### src/rtl/regfile_pkg.sv
// regfile_pkg: shared definitions for the multi-port register file.
//
// Contents:
//   state_e   - sequencer state (ST_CLEAR while zeroing memory, ST_READY after)
//   depth_of  - number of words addressed by an AWIDTH-bit address
//
// Optional feature macro used by the register file: REGFILE_BYPASS_EN.
package regfile_pkg;

    typedef enum logic [0:0] {
        ST_CLEAR = 1'b0,
        ST_READY = 1'b1
    } state_e;

    function automatic int unsigned depth_of(input int unsigned awidth);
        return 32'd1 << awidth;
    endfunction

endpackage

### src/rtl/regfile_bank.sv
// regfile_bank: one WIDTH x 2^AWIDTH storage bank with one write port and one
// read port. The read port is the array lookup only; the capturing register
// lives in regfile_mp so that clear-forcing and bypass muxing can sit ahead
// of it while still giving a single cycle of read latency.
//
// Ports:
//   clk    - write clock (rising edge)
//   we     - write enable
//   waddr  - write address
//   wdata  - write data
//   raddr  - read address
//   rdata  - contents of the addressed word (pre-write value on a write edge)
module regfile_bank
    import regfile_pkg::*;
#(
    parameter int WIDTH  = 8,
    parameter int AWIDTH = 4
) (
    input  logic              clk,
    input  logic              we,
    input  logic [AWIDTH-1:0] waddr,
    input  logic [WIDTH-1:0]  wdata,
    input  logic [AWIDTH-1:0] raddr,
    output logic [WIDTH-1:0]  rdata
);

    localparam int DEPTH = int'(depth_of(AWIDTH));

    // Storage has no reset; the clear sequencer in the top level zeroes it.
    logic [WIDTH-1:0] mem_q [DEPTH];

    always_ff @(posedge clk) begin
        if (we) begin
            mem_q[waddr] <= wdata;
        end
    end

    assign rdata = mem_q[raddr];

endmodule

### src/rtl/regfile_mp.sv
// regfile_mp: general-purpose register file with one write port and RD_PORTS
// registered read ports. Each read port owns a replicated bank; every bank is
// written in lockstep. After every reset a sequencer zeroes all words, during
// which BUSY is high, user writes are dropped and read data is forced to 0.
//
// Ports:
//   CLK      - sole clock, rising edge
//   RST_N    - synchronous active-low reset
//   RD_ADDR  - packed read addresses, port i at [i*AWIDTH +: AWIDTH]
//   RD_DATA  - packed registered read data, port i at [i*WIDTH +: WIDTH]
//   WR_ADDR  - write address
//   WR_DATA  - write data
//   WR_EN    - write strobe
//   BUSY     - high while the clear sequence runs
//
// Configuration macro: REGFILE_BYPASS_EN. When defined, a read addressing the
// word being written in the same cycle returns the new data; otherwise it
// returns the old memory contents.
module regfile_mp
    import regfile_pkg::*;
#(
    parameter int WIDTH    = 8,
    parameter int AWIDTH   = 4,
    parameter int RD_PORTS = 2
) (
    input  logic                         CLK,
    input  logic                         RST_N,
    input  logic [RD_PORTS*AWIDTH-1:0]   RD_ADDR,
    output logic [RD_PORTS*WIDTH-1:0]    RD_DATA,
    input  logic [AWIDTH-1:0]            WR_ADDR,
    input  logic [WIDTH-1:0]             WR_DATA,
    input  logic                         WR_EN,
    output logic                         BUSY
);

    state_e            state_q, state_d;
    logic [AWIDTH-1:0] clr_cnt_q, clr_cnt_d;

    logic              bank_we;
    logic [AWIDTH-1:0] bank_waddr;
    logic [WIDTH-1:0]  bank_wdata;

    // Clear sequencer: walk every address once, then stay READY until reset.
    always_comb begin
        state_d   = state_q;
        clr_cnt_d = clr_cnt_q;
        if (state_q == ST_CLEAR) begin
            clr_cnt_d = clr_cnt_q + AWIDTH'(1);
            if (clr_cnt_q == '1) begin
                state_d = ST_READY;
            end
        end
    end

    always_ff @(posedge CLK) begin
        if (!RST_N) begin
            state_q   <= ST_CLEAR;
            clr_cnt_q <= '0;
        end else begin
            state_q   <= state_d;
            clr_cnt_q <= clr_cnt_d;
        end
    end

    // The sequencer owns the shared write port while clearing, so user writes
    // in that window are simply lost rather than queued.
    always_comb begin
        if (state_q == ST_CLEAR) begin
            bank_we    = 1'b1;
            bank_waddr = clr_cnt_q;
            bank_wdata = '0;
        end else begin
            bank_we    = WR_EN;
            bank_waddr = WR_ADDR;
            bank_wdata = WR_DATA;
        end
    end

    assign BUSY = (state_q == ST_CLEAR);

    for (genvar i = 0; i < RD_PORTS; i++) begin : g_port
        logic [AWIDTH-1:0] rd_addr;
        logic [WIDTH-1:0]  bank_rdata;
        logic [WIDTH-1:0]  rd_data_d;
        logic [WIDTH-1:0]  rd_data_q;

        assign rd_addr = RD_ADDR[i*AWIDTH +: AWIDTH];

        regfile_bank #(
            .WIDTH  (WIDTH),
            .AWIDTH (AWIDTH)
        ) u_bank (
            .clk   (CLK),
            .we    (bank_we),
            .waddr (bank_waddr),
            .wdata (bank_wdata),
            .raddr (rd_addr),
            .rdata (bank_rdata)
        );

        // Output select: zero while clearing, else memory (or the in-flight
        // write data when bypass is built in and the addresses collide).
        always_comb begin
            rd_data_d = bank_rdata;
`ifdef REGFILE_BYPASS_EN
            if (state_q == ST_CLEAR) begin
                rd_data_d = '0;
            end else if (WR_EN && (rd_addr == WR_ADDR)) begin
                rd_data_d = WR_DATA;
            end
`else
            if (state_q == ST_CLEAR) begin
                rd_data_d = '0;
            end
`endif
        end

        always_ff @(posedge CLK) begin
            if (!RST_N) begin
                rd_data_q <= '0;
            end else begin
                rd_data_q <= rd_data_d;
            end
        end

        assign RD_DATA[i*WIDTH +: WIDTH] = rd_data_q;
    end

endmodule
### config.mk
export PLATFORM = sky130hd
export DESIGN_NAME = regfile_mp
export DESIGN_NICKNAME = d
export VERILOG_FILES = /design/src/rtl/regfile_pkg.sv /design/src/rtl/regfile_bank.sv /design/src/rtl/regfile_mp.sv
export SDC_FILE = /design/constraint.sdc
export NUM_CORES = 1
export LEC_CHECK = 0
export CORE_MARGIN = 2
export CORE_UTILIZATION = 35
export CTS_CLUSTER_DIAMETER = 30
export CTS_CLUSTER_SIZE = 14
export DETAILED_ROUTE_END_ITERATION = 16
export PLACE_DENSITY = 0.6
export SETUP_SLACK_MARGIN = 0.15
export SLEW_MARGIN = 15
export SYNTH_ARGS = -nofsm -noshare
export SYNTH_HDL_FRONTEND = slang
export SYNTH_HIERARCHICAL = 1
export SYNTH_SLANG_ARGS = --single-unit
### constraint.sdc
create_clock -name CLK -period 4.6 [get_ports CLK]
set_clock_uncertainty 0.1 [all_clocks]
set_input_delay 0.92 -clock CLK [delete_from_list [all_inputs] [get_ports CLK]]
set_output_delay 0.92 -clock CLK [all_outputs]
set_load 0.05 [all_outputs]
==> results by group, run 1 <==
Clock network
  – CTS Sinks: about 280
  – Total CTS buffers: 48
  – H-tree depth: 2
  – Clock transition at path regs: 0.06 ns
  – Skew-Pair Late Insertion Delay: about 0.54 ns
  – Post_cts resized: 0
  – CTS root buf: clkbuf_16
  – Postcts setup bufs: 0
  – CTS Buffer Depth: 3
  – Cts-stage hold buffer count: 0
  – CTS tree: built

Setup path
  – Crit-path max cell delay: ~0.74 ns
  – Reg-to-reg critical path startpoint: state_q
  – Cell chain of the critical path: inv_1, clkdlybuf4s50_1
  – CP endpoint kind: output port
  – Worst EP arrival: between 2 and 2.5 ns
  – Bufs and invs on worst path: 2
  – R2R Path End: g_port[1].u_bank/mem_q[2][0]
  – Setup CP Type: reg -> out
  – Crit path max fanout: 18
  – Crit path max-delay family: buffers and inverters
  – Slowest CP cell: clkdlybuf4s50_1
  – Reg2reg path depth: 4
  – Setup crit start kind: flip-flop
  – Worst EP required: 3.58 ns
  – R2R setup slack: approximately 1.5 ns

Final layout
  – Area growth syn-to-layout: 21.92%
  – Final std cells w/o fill: between 1000 and 1500
  – Final #Nets: 613
  – Final instance area: 13130 um^2
  – Share of layout cells above drive strength 1: 0.2341
  – ANT cells: 0
  – Fin util: 0.4316
  – Filler instances: between 2000 and 3000

Place
  – Number of port buffers: 39
  – Cells after DPL: 935
  – Area after DPL: around 12000 um^2
  – Detailed placement HPWL: approximately 13000 um
  – GP Congestion: ~0.77

Logic synthesis
  – Synth Net Count: 536
  – Seq/Total Area, Yosys: 0.7527
  – Gate Count Post-Synth: around 500
  – FFs w/ async S/R, synth: 0
  – Number of synthesized flops with an enable pin: roughly 260
  – #FFs+latches synth: ~280
  – Top FF cell, synth: edfxtp_1
  – Ys Warns: 6
  – Count of cell types in the netlist: 28
  – Synthesized cell area: 10770 um^2
  – Post-Syn Area per Cell: around 21 um^2

Detailed routing
  – DR vias: 5213
  – Detailed router's first-iteration violation count: about 400
  – ANT nets after route: 0
  – Vias per Instance: 5.091
  – # DRC: 0
  – DR pass1 iterations: 5
  – Final WL: 22200 um
  – Avg WL per Cell: between 20 and 25 um

Job
  – Max-cap violation count: 0

Worst hold path
  – Hold Path Class: reg -> reg
  – Hold depth: 2
  – Hold Path End: state_q
  – Hold_sp: clr_cnt_q[3]

STA
  – Final setup viols: 0
  – Unrepaired setup endpoints after global routing: false
  – Ratio of final minimum period to clock period: 0.6901
  – Slew HR: 0.3144
  – Final min period: between 3 and 4 ns
  – Max Fclk: 315.0 MHz
  – Final Hold Vio Count: 0
  – Hold slack: ~0.45 ns
  – Post-Route Setup TNS: 0 ns
  – Slew @ Worst Pin: 1.028 ns
  – Max-slew violation count: 0

Global routing
  – Initial antenna violation count: 0
  – Vias in the first global route: around 5600
  – Overflow after GRT: 0
  – First-pass GRT wire length: between 30000 and 40000 um
  – Gr usage total: 0.1377
  – Largest net degree at the start of global routing: 33

Pwr
  – Pwr/cell area: roughly 500 nW/um^2
  – LEAKAGE: about 0.0044 uW
  – Peak VDD IR: 285.1 uV

Floorplan
  – Die footprint: 32200 um^2
  – Die Ht: ~180 um
  – IO Pins: 40
  – Die Wd: about 180 um
  – Cell row count: between 60 and 70
  – Core footprint: just over 30000 um^2
  – Initial Utilization: 0.3540

Outcome
  – Status: completed
==> synth_stat cells (2+ instances only) <==
| cell type | instances | area [um^2] |
|---|---|---|
| and2b_1 | 2 | 15.01 |
| nand3_1 | 3 | 15.01 |
| or3b_2 | 2 | 17.52 |
| buf_6 | 8 | 90.09 |
| nand2b_1 | 6 | 37.54 |
| edfxtp_1 | 256 | 7687 |
| a22oi_1 | 32 | 240.2 |
| clkdlybuf4s25_2 | 6 | 60.06 |
| nor3_1 | 8 | 40.04 |
| and3_1 | 16 | 100.1 |
| xnor2_1 | 3 | 26.28 |
| dfxtp_1 | 21 | 420.4 |
| buf_2 | 8 | 40.04 |
| nand3b_1 | 4 | 30.03 |
| mux2_4 | 4 | 60.06 |
| buf_4 | 2 | 15.01 |
| nor2b_1 | 3 | 18.77 |
| nor2_1 | 26 | 97.59 |
| mux4_2 | 36 | 810.8 |
| nand2_1 | 18 | 67.56 |
| clkbuf_1 | 2 | 7.510 |
| and2_1 | 13 | 81.33 |
| mux4_1 | 28 | 735.7 |
==> layout make-up <==
type	instances	area, um^2	area share
tap	396	495.5	0.03773
timing repair buffer	53	485.5	0.03697
sequential	277	8108	0.6174
clock buffer	53	1262	0.09613
clock inverter	36	310.3	0.02363
multi-input combinational	208	2467	0.1879
inverter	1	3.754	0.0002858
==> stage by stage <==
stage / power (uW) / setup slack [ns]
CTS: 6459 / 1.369
floorplan: 3006 / 1.799
finish: 6399 / 1.425
global placement: 3078 / 1.267
global route: 6607 / 1.299
detailed placement: 3083 / 1.149
==> logic make-up (layout without fill, tap and decap cells) <==
logic type      after synthesis  after routing  synth area share
flops                       277            277            0.7527
buf+inv                      27            143           0.02010
simple gates                102            102           0.05053
compound gates               33             33           0.02300
mux                          69             69            0.1501
fa+ha+maj                     1              1          0.001161
xor+xnor                      3              3          0.002440
==> state kept, by name, summed over array words and instances (netlist names) <==
name                 flops
clr_cnt_q                4
g_port.rd_data_q        16
g_port.u_bank/mem_q    256
state_q                  1
==> placed cells by master, fill, tap and decap left out, types with 4 or more instances in the layout <==
| master | n |
|---|---|
| clkbuf_16 | 50 |
| clkinv_1 | 5 |
| edfxtp_1 | 256 |
| nand3b_1 | 4 |
| and2_2 | 4 |
| mux2_4 | 4 |
| mux4_1 | 28 |
| nor3_1 | 5 |
| and2_1 | 9 |
| inv_6 | 8 |
| nand2b_1 | 6 |
| buf_4 | 14 |
| and3_1 | 16 |
| nor2_1 | 26 |
| clkinv_2 | 10 |
| a22oi_1 | 32 |
| dfxtp_1 | 21 |
| clkinvlp_4 | 4 |
| mux4_2 | 36 |
| nand2_1 | 18 |
| clkdlybuf4s50_1 | 37 |
==> report_power, final <==
part	total (uW)	internal, uW	leakage, uW	switching [uW]
clock	3370	2120	0.000770	1240
sequential	2790	2780	0.00245	15.5
combinational	240	109	0.00116	130
total	6400	5010	0.00438	1390
==> worst max-delay path by stage <==
stage / from / endpoint / slack [ns] / cells after the start
2_1_floorplan: WR_ADDR[2] / g_port[0].u_bank/mem_q[0][0] / 1.80 / 3
3_3_place_gp: WR_ADDR[3] / g_port[1].u_bank/mem_q[4][0] / 1.27 / 4
3_5_place_dp: WR_ADDR[3] / g_port[1].u_bank/mem_q[4][0] / 1.15 / 4
4_1_cts: state_q / g_port[1].u_bank/mem_q[4][3] / 1.37 / 4
5_1_grt: state_q / BUSY / 1.30 / 2
6_report: state_q / BUSY / 1.43 / 2
==> per-layer routing <==
metal | routed length, um | up-vias | global-route usage
met5 | 0 | - | 0
met4 | 500 | 0 | 0.04878
met3 | 1204 | 42 | 0.02755
met2 | 11060 | 176 | 0.2276
met1 | 9429 | 2693 | 0.1818
li1 | - | 2302 | -
==> worst register-to-register path, delay by kind of cell (launching register included) <==
family	cells	cell delay, ns
buffers and inverters	1	0.37
DFF	1	0.73
muxes	1	0.36
and+or+nand+nor	2	1.15
Power figures use the tool's default switching activity.
==> run 2, diff against run 1 <==
clock period = 3.1 ns   (was 4.6 ns; I/O delays follow)
==> results by group, run 2 (synthesis gave the netlist of run 1 again) <==
Global routing
  – Initial antenna violation count: 0
  – Gr usage total: 0.1404
  – Overflow after GRT: 0
  – First-pass GRT wire length: between 30000 and 40000 um
  – Largest net degree at the start of global routing: 33
  – Vias in the first global route: ~5700

Floorplan
  – IO Pins: 40
  – Cell row count: 64
  – Die Wd: 179.4 um
  – Initial Utilization: 0.3540
  – Die Ht: about 180 um
  – Core footprint: around 30000 um^2
  – Die footprint: roughly 32000 um^2

STA
  – Max-slew violation count: 0
  – Final min period: between 2 and 3 ns
  – Final WS setup: around 0.45 ns
  – Hold slack: approximately 0.43 ns
  – Unrepaired setup endpoints after global routing: false
  – Max Fclk: between 300 and 400 MHz
  – Slew HR: 0.3951
  – Post-Route Setup TNS: 0 ns
  – Ratio of final minimum period to clock period: 0.8535
  – Final Hold Vio Count: 0
  – Final setup viols: 0
  – Slew @ Worst Pin: around 0.9 ns

Pwr
  – Sw Share: 0.1941
  – Peak VDD IR: around 400 uV
  – LEAKAGE: approximately 0.0045 uW
  – Switching power: between 1500 and 2000 uW
  – Int Pwr: 7664 uW
  – Sequential power share: 0.436
  – Tot Pwr: roughly 9500 uW
  – Combinational fraction of design power: 0.040
  – Pwr/cell area: 711.1 nW/um^2
  – Clock network fraction of total power: 0.524

Final layout
  – Area growth syn-to-layout: 24.16%
  – Share of layout cells above drive strength 1: 0.2538
  – Largest Register: g_port.u_bank/mem_q
  – Top Registers: g_port.u_bank/mem_q (256), g_port.rd_data_q (16), clr_cnt_q (4)
  – Final instance area: 13370 um^2
  – FF/Latch Area: 8109 um^2
  – Filler instances: roughly 2600
  – Largest register FFs: roughly 260
  – Final #Nets: between 600 and 700
  – Area of the multi-input gates: 2447 um^2
  – Most frequent cells in the layout: edfxtp_1, clkbuf_16, buf_4, clkdlybuf4s50_1, mux4_2
  – Commonest non-fill, non-tap cell in the layout: edfxtp_1
  – ANT cells: 0

Clock network
  – Clock transition at path regs: around 0.050 ns
  – Total CTS buffers: 42
  – Skew-Pair Late Insertion Delay: between 0.5 and 0.6 ns
  – CTS Sinks: 277
  – CTS root buf: clkbuf_16
  – CTS tree: built
  – CTS Buffer Depth: 3
  – H-tree depth: 2

Place
  – Area after DPL: roughly 12000 um^2
  – Detailed placement HPWL: around 13000 um
  – GP Congestion: 0.7873
  – Number of port buffers: 39
  – Post-Place Worst Slack: between 0.4 and 0.5 ns

Detailed routing
  – # DRC: 0
  – Detailed router's first-iteration violation count: 456
  – DR vias: between 5000 and 6000
  – Vias per Instance: just over 5
  – Final WL: approximately 23000 um
  – ANT nets after route: 0
  – Avg WL per Cell: 21.77 um
  – DR pass1 iterations: 5

Setup path
  – CP endpoint kind: output port
  – Setup CP Type: reg -> out
  – Setup crit start: state_q
  – Setup crit start kind: flip-flop
  – Reg-to-reg critical path startpoint: state_q
  – Reg2reg path depth: 4
  – Worst EP arrival: around 1.9 ns
  – Worst EP required: 2.38 ns
  – Crit path max fanout: 19

Outcome
  – Status: completed

Job
  – Max-cap violation count: 0

Worst hold path
  – Hold depth: 2
  – Hold_sp: clr_cnt_q[3]
  – Hold Path Class: reg -> reg
-- run 2: cell type report --
type | instances | area share
timing repair buffer | 86 | 0.05856
multi-input combinational | 208 | 0.1830
clock buffer | 52 | 0.08766
tap | 396 | 0.03705
inverter | 1 | 0.0002807
sequential | 277 | 0.6063
clock inverter | 26 | 0.02713
-- run 2: timing repair --
item / CTS / global route
hold buffers: 0 / 0
gates resized for setup: 1 / 0
buffers inserted: 0 / 0
endpoints found under the setup margin: 1 / 0
-- run 2: path summary, 6_finish.rpt --
kind	endpoint	slack [ns]
hold / removal	state_q	0.43
setup reg to reg	g_port[1].u_bank/mem_q[0][6]	0.83
setup / recovery	BUSY	0.45
hold reg to reg	state_q	0.43
-- run 2: worst max-delay path, cell delays in order (launching register included) --
cell             delay [ns]
dfxtp_2                0.59
inv_1                  0.11
clkdlybuf4s50_1        0.72
-- run 2: per-layer routing --
layer	up-vias	share of wire	track usage
met2	159	0.50	0.2323
met1	2817	0.43	0.1847
met5	-	0	0
met3	42	0.049	0.03079
li1	2358	-	-
met4	0	0.021	0.04683
-- run 2: metrics by stage --
| step | util | cells |
|---|---|---|
| final | 0.4395 | 1046 |
| after global routing | 0.4395 | 1046 |
| after CTS | 0.4395 | 1046 |
| after detailed placement | 0.3890 | 968 |
| after global placement | 0.3890 | 968 |
| after floorplan | - | 512 |
-- run 2: power groups by stage --
stage	sequential [uW]	combinational (uW)	clock, uW
after floorplan	4210	252	0
after global placement	4220	373	0
after detailed placement	4220	380	0
after CTS	4150	383	5070
after global routing	4150	406	5250
final	4150	379	4980
